===== config.mk =====
export PLATFORM = sky130hd
export DESIGN_NAME = rf_wr_arbiter_flat
export DESIGN_NICKNAME = d
export VERILOG_FILES = /design/src/rtl/rf_wr_arbiter_if.sv /design/src/rtl/rf_wr_arbiter.sv /design/src/flat_wrapper.sv
export SDC_FILE = /design/constraint.sdc
export NUM_CORES = 1
export LEC_CHECK = 0
export CAP_MARGIN = 20
export CORE_ASPECT_RATIO = 1.5
export CORE_MARGIN = 4
export CORE_UTILIZATION = 41
export CTS_CLUSTER_DIAMETER = 50
export DETAILED_ROUTE_END_ITERATION = 7
export GPL_TIMING_DRIVEN = 0
export HOLD_SLACK_MARGIN = 0.1
export PLACE_DENSITY = 0.81
export SYNTH_ARGS = -nofsm -noshare
export SYNTH_HDL_FRONTEND = slang
export SYNTH_SLANG_ARGS = --single-unit

===== constraint.sdc =====
create_clock -name in_clk -period 2.04 [get_ports in_clk]
set_input_delay 0.204 -clock in_clk [delete_from_list [all_inputs] [get_ports in_clk]]
set_output_delay 0.204 -clock in_clk [all_outputs]
set_load 0.005 [all_outputs]

===== src/rtl/rf_wr_arbiter_if.sv =====
// Write-request bus between the requesters and the register-file write arbiter.
// Requester-side signals carry the in_ prefix, arbiter results the o_ prefix.
interface rf_wr_arbiter_if #(
    parameter int N_REQ  = 4,
    parameter int ADDR_W = 4,
    parameter int DATA_W = 16
);
    logic [N_REQ-1:0]        in_req;
    logic [N_REQ*ADDR_W-1:0] in_req_add;
    logic [N_REQ*DATA_W-1:0] in_req_data;
    logic                    in_hold;
    logic [N_REQ-1:0]        o_gnt;
    logic                    o_w_en;
    logic [ADDR_W-1:0]       o_w_add;
    logic [DATA_W-1:0]       o_w_data;
    logic [15:0]             o_wr_cnt;

    modport master (
        output in_req, in_req_add, in_req_data, in_hold,
        input  o_gnt, o_w_en, o_w_add, o_w_data, o_wr_cnt
    );

    modport slave (
        input  in_req, in_req_add, in_req_data, in_hold,
        output o_gnt, o_w_en, o_w_add, o_w_data, o_wr_cnt
    );
endinterface


===== src/rtl/rf_wr_arbiter.sv =====
// Round-robin arbiter sharing the single register-file write port among
// N_REQ requesters. One registered grant per cycle; a requester under grant
// is masked so a level request held through its grant cycle is not re-granted.
module rf_wr_arbiter #(
    parameter int N_REQ  = 4,
    parameter int ADDR_W = 4,
    parameter int DATA_W = 16
) (
    input  logic            in_clk,
    input  logic            in_rst,
    rf_wr_arbiter_if.slave  bus
);
    localparam int PTR_W = (N_REQ > 1) ? $clog2(N_REQ) : 1;

    logic [N_REQ-1:0]  gnt_q,    gnt_d;
    logic              w_en_q,   w_en_d;
    logic [ADDR_W-1:0] w_add_q,  w_add_d;
    logic [DATA_W-1:0] w_data_q, w_data_d;
    logic [15:0]       wr_cnt_q, wr_cnt_d;
    logic [PTR_W-1:0]  ptr_q,    ptr_d;

    logic [N_REQ-1:0]  elig;
    logic              found;
    logic [PTR_W-1:0]  win;

    // Winner search: first eligible index starting at ptr, wrapping.
    always_comb begin
        elig  = bus.in_req & ~gnt_q;
        found = 1'b0;
        win   = '0;
        for (int k = 0; k < N_REQ; k++) begin
            if (!found && elig[(int'(ptr_q) + k) % N_REQ]) begin
                found = 1'b1;
                win   = PTR_W'((int'(ptr_q) + k) % N_REQ);
            end
        end
    end

    // Next state: issue a grant unless held; payload, pointer and count hold otherwise.
    always_comb begin
        gnt_d    = '0;
        w_en_d   = 1'b0;
        w_add_d  = w_add_q;
        w_data_d = w_data_q;
        wr_cnt_d = wr_cnt_q;
        ptr_d    = ptr_q;
        if (!bus.in_hold && found) begin
            gnt_d    = N_REQ'(1) << win;
            w_en_d   = 1'b1;
            w_add_d  = bus.in_req_add[int'(win)*ADDR_W +: ADDR_W];
            w_data_d = bus.in_req_data[int'(win)*DATA_W +: DATA_W];
            wr_cnt_d = wr_cnt_q + 16'd1;
            if (int'(win) == N_REQ - 1) begin
                ptr_d = '0;
            end else begin
                ptr_d = win + PTR_W'(1);
            end
        end
    end

    // State registers; reset drops any write in flight.
    always_ff @(posedge in_clk or posedge in_rst) begin
        if (in_rst) begin
            gnt_q    <= '0;
            w_en_q   <= 1'b0;
            w_add_q  <= '0;
            w_data_q <= '0;
            wr_cnt_q <= '0;
            ptr_q    <= '0;
        end else begin
            gnt_q    <= gnt_d;
            w_en_q   <= w_en_d;
            w_add_q  <= w_add_d;
            w_data_q <= w_data_d;
            wr_cnt_q <= wr_cnt_d;
            ptr_q    <= ptr_d;
        end
    end

    assign bus.o_gnt    = gnt_q;
    assign bus.o_w_en   = w_en_q;
    assign bus.o_w_add  = w_add_q;
    assign bus.o_w_data = w_data_q;
    assign bus.o_wr_cnt = wr_cnt_q;
endmodule


===== src/flat_wrapper.sv =====
// flat-port wrapper written by rule: the top's interface ports become plain ports
module rf_wr_arbiter_flat 
#(
    parameter int N_REQ  = 4,
    parameter int ADDR_W = 4,
    parameter int DATA_W = 16
)
  (in_clk, in_rst, bus_in_req, bus_in_req_add, bus_in_req_data, bus_in_hold, bus_o_gnt, bus_o_w_en, bus_o_w_add, bus_o_w_data, bus_o_wr_cnt);
  rf_wr_arbiter_if #(.N_REQ(N_REQ), .ADDR_W(ADDR_W), .DATA_W(DATA_W)) bus_i ();
  input  logic in_clk;
  input  logic in_rst;
  input wire logic [$bits(bus_i.in_req)-1:0] bus_in_req;
  input wire logic [$bits(bus_i.in_req_add)-1:0] bus_in_req_add;
  input wire logic [$bits(bus_i.in_req_data)-1:0] bus_in_req_data;
  input wire logic [$bits(bus_i.in_hold)-1:0] bus_in_hold;
  output wire logic [$bits(bus_i.o_gnt)-1:0] bus_o_gnt;
  output wire logic [$bits(bus_i.o_w_en)-1:0] bus_o_w_en;
  output wire logic [$bits(bus_i.o_w_add)-1:0] bus_o_w_add;
  output wire logic [$bits(bus_i.o_w_data)-1:0] bus_o_w_data;
  output wire logic [$bits(bus_i.o_wr_cnt)-1:0] bus_o_wr_cnt;
  assign bus_i.in_req = bus_in_req;
  assign bus_i.in_req_add = bus_in_req_add;
  assign bus_i.in_req_data = bus_in_req_data;
  assign bus_i.in_hold = bus_in_hold;
  assign bus_o_gnt = bus_i.o_gnt;
  assign bus_o_w_en = bus_i.o_w_en;
  assign bus_o_w_add = bus_i.o_w_add;
  assign bus_o_w_data = bus_i.o_w_data;
  assign bus_o_wr_cnt = bus_i.o_wr_cnt;
  rf_wr_arbiter #(.N_REQ(N_REQ), .ADDR_W(ADDR_W), .DATA_W(DATA_W)) u_core (.in_clk(in_clk), .in_rst(in_rst), .bus(bus_i));
endmodule

==> flow_summary.ini <==
[worst_setup_path]
end_kind = register
crit_required_ns = 2.21
cpPeakStageDelay_ns = 0.41
rrSetupSlack_ns = 0.01
cp-start-kind = register
crit_chain = buf_2 -> and3b_1 -> o21a_2 -> o31a_1 -> o311ai_1 -> a21oi_1
crit_arrival_ns = 2.20
worstSetupPathType = register to register
path_max_fanout = 10
cp_slowest_cell = dfrtp_1

[layout]
antenna_cells = 0
nets = 516
final_cell_mix = clkdlybuf4s50_1, dfrtp_1, a21oi_1
final_common_cell = clkdlybuf4s50_1
syn2layout_area_growth_pct = 60.0
area.sequential_um2 = 1080
drive_above_1_share_pct = 11.4
fillers = 517
multiInputGateArea_um2 = 1470

[clock_network]
clockBufferDepth = 2
cts_htree_levels = 2
tritoncts = built
cts_sinks = 43
clock_latency_ns = 0.30
cts-root-buf = clkbuf_8
ctsHoldBuffers = 0
clk_pin_slew_worst_paths_ns = 0.09
cts_made_buffers = 5

[detailed_routing]
first_iter_violations = 151
viasPerCell = 5.69
via_count = 2860
dr.pass1.iters = 4
totalWireLength_mm = 9.14
route.detailed.drc = 0
routedWlPerCell_um = 18.2
antenna_left = 0

[pwr]
p_per_area_nw_per_um2 = 1030
ir_drop_mv = 0.508
seqPwrFrac_pct = 31.4
p_clk_share_pct = 13.3
power_frac_comb_pct = 55.3
switching_power_mw = 1.72
p_int_mw = 2.64
p_leak_nw = 1.75
swShare_pct = 39.5
p_total_mw = 4.35

[synth]
syn_area_um2 = 2640
synth_nets = 381
yosys_warnings = 0
syn_avg_cell_area_um2 = 9.01
ys_seq_area_share_pct = 40.8
async_reset_ff_share_pct = 100
synth_cell_type_count = 38
ys_ff_latch = 43
synth-edff-count = 0
ys.flop_type = dfrtp_1
synthCells = 293

[timing]
holdWs_ns = 0.255
final.min_clock_period_ns = 2.03
relSlewSlack_pct = 63.3
finalCritPeriodShare_pct = 99.3
hold_viol = 0
slew_violations = 0
fin_skew_ns = 0.00576
fmax_mhz = 493
setup_viol = 0
worst_slew_pin_slew_ns = 0.547

[place]
place_congestion = 0.952
dp_hpwl_mm = 6.90
port_buffers = 127

[floorplan]
num_io_pins = 128
start_util_pct = 42.4
rows = 35
dieWidth_um = 73.5
die_h_um = 106
core-area_um2 = 6220
die_area_um2 = 7810

[global_routing]
grt.total_usage_pct = 22.7
grt_start_max_net_pins = 44
grt_first_pass_wirelength_mm = 14.0
antenna_found_initial = 0
grt.overflow.total = 0
grt_pass1_vias = 2892

[job]
max_cap_viol_count = 0

[min_path]
hp-class = input pin to asynchronous set/reset pin

[run_status]
status = complete, no violations
[flip-flops by register name, summed over array words and instances, names as in the netlist]
| signal | count |
|---|---|
| u_core.bus.o_w_data | 16 |
| u_core.bus.o_wr_cnt | 16 |
| u_core.bus.o_gnt | 4 |
| u_core.bus.o_w_add | 4 |
| u_core.ptr_q | 2 |
| u_core.bus.o_w_en | 1 |
[what timing repair did]
| item | 4_1_cts | 5_1_grt |
|---|---|---|
| buffers inserted | 0 | 0 |
| setup endpoints to repair | 7 | 19 |
| pin swaps | 0 | 1 |
| gates resized for setup | 9 | 24 |
[final timing paths]
| kind | startpoint | to | depth (start not counted) |
|---|---|---|---|
| max | u_core.ptr_q[1]$_DFFE_PP0P_ | u_core.bus.o_w_data[6]$_DFFE_PP0P_ | 6 |
| min | in_rst | u_core.bus.o_wr_cnt[10]$_DFFE_PP0P_ | 3 |
| max reg2reg | u_core.ptr_q[1]$_DFFE_PP0P_ | u_core.bus.o_w_data[6]$_DFFE_PP0P_ | 6 |
| min reg2reg | u_core.bus.o_wr_cnt[15]$_DFFE_PP0P_ | u_core.bus.o_wr_cnt[15]$_DFFE_PP0P_ | 1 |
| max in group asynchronous | in_rst | u_core.bus.o_w_add[3]$_DFFE_PP0P_ | 3 |
| min in group in_clk | u_core.bus.o_wr_cnt[15]$_DFFE_PP0P_ | u_core.bus.o_wr_cnt[15]$_DFFE_PP0P_ | 1 |
[final cells by class]
cell class	count	area share, %
Inverter	18	1.60
Multi-Input combinational cell	209	34.8
Timing Repair Buffer	128	30.6
Clock buffer	5	1.63
Tap cell	74	2.19
Sequential cell	43	25.5
Buffer	23	3.14
Clock inverter	3	0.563
[per-stage QoR]
| stage | std cells | setup WS, ns | cell area [µm²] | util (%) | setup TNS (ns) |
|---|---|---|---|---|---|
| 6_report | 503 | 0.0136 | 4220 | 67.9 | 0 |
| 5_1_grt | 503 | -0.0364 | 4220 | 67.9 | -0.0404 |
| 4_1_cts | 503 | 0.00953 | 4140 | 66.6 | 0 |
| 3_5_place_dp | 495 | -0.388 | 4020 | 64.7 | -5.98 |
| 3_3_place_gp | 494 | -0.352 | 4000 | 64.4 | -7.49 |
| 2_1_floorplan | 293 | 0.292 | 2640 | - | 0 |
[critical path, delay by kind of cell, from the launching register on]
kind            cells  cell delay [ns]
compound gates      4             1.07
flops               1             0.41
simple gates        1             0.22
buf+inv             1             0.20
[cells in the mapped netlist (2+ instances only)]
library cell | number | area, µm²
a221oi_1 | 14 | 123
clkbuf_1 | 12 | 45.0
o311ai_1 | 6 | 52.6
nand2_1 | 15 | 56.3
xor2_1 | 4 | 35.0
xnor2_1 | 11 | 96.3
nand3_2 | 2 | 20.0
o21ai_0 | 6 | 30.0
dfrtp_1 | 43 | 1080
nor2_1 | 21 | 78.8
nand4b_1 | 6 | 52.6
nand2b_1 | 4 | 25.0
nand4_1 | 9 | 56.3
o21ai_1 | 13 | 65.1
and3_1 | 6 | 37.5
a21oi_1 | 23 | 115
nand3_1 | 3 | 15.0
and4_1 | 20 | 175
nor2b_1 | 4 | 25.0
inv_1 | 18 | 67.6
nor3_1 | 10 | 50.1
buf_2 | 8 | 40.0
and3b_1 | 2 | 17.5
o31a_1 | 6 | 52.6
a31oi_1 | 14 | 87.6
[metal layers]
| layer | vias up | share of wire [%] | track usage (%) |
|---|---|---|---|
| li1 | 1371 | - | - |
| met1 | 1369 | 39 | 26.6 |
| met3 | 15 | 6.0 | 2.65 |
| met5 | - | 0 | 0 |
| met4 | 0 | 2.0 | 7.38 |
| met2 | 105 | 53 | 41.5 |
[power groups by stage]
stage | Combinational, mW | Clock, mW | Sequential (mW)
floorplan | 1.17 | 0 | 1.37
global placement | 2.21 | 0 | 1.37
detailed placement | 2.28 | 0 | 1.38
CTS | 2.32 | 0.591 | 1.36
global route | 2.60 | 0.615 | 1.42
finish | 2.41 | 0.577 | 1.37
[cell families (layout without fill, tap and decap cells)]
group | Yosys count | count (layout) | share of synthesized area, %
flip-flops | 43 | 43 | 40.8
AND/OR/NAND/NOR | 106 | 106 | 24.6
AO/OA/AOI/OAI | 87 | 87 | 22.1
XOR/XNOR | 15 | 15 | 4.98
adder cells (fa/ha/maj) | 1 | 1 | 0.474
buffers and inverters | 41 | 177 | 7.06
No activity file was read; power rests on OpenSTA's default activity.
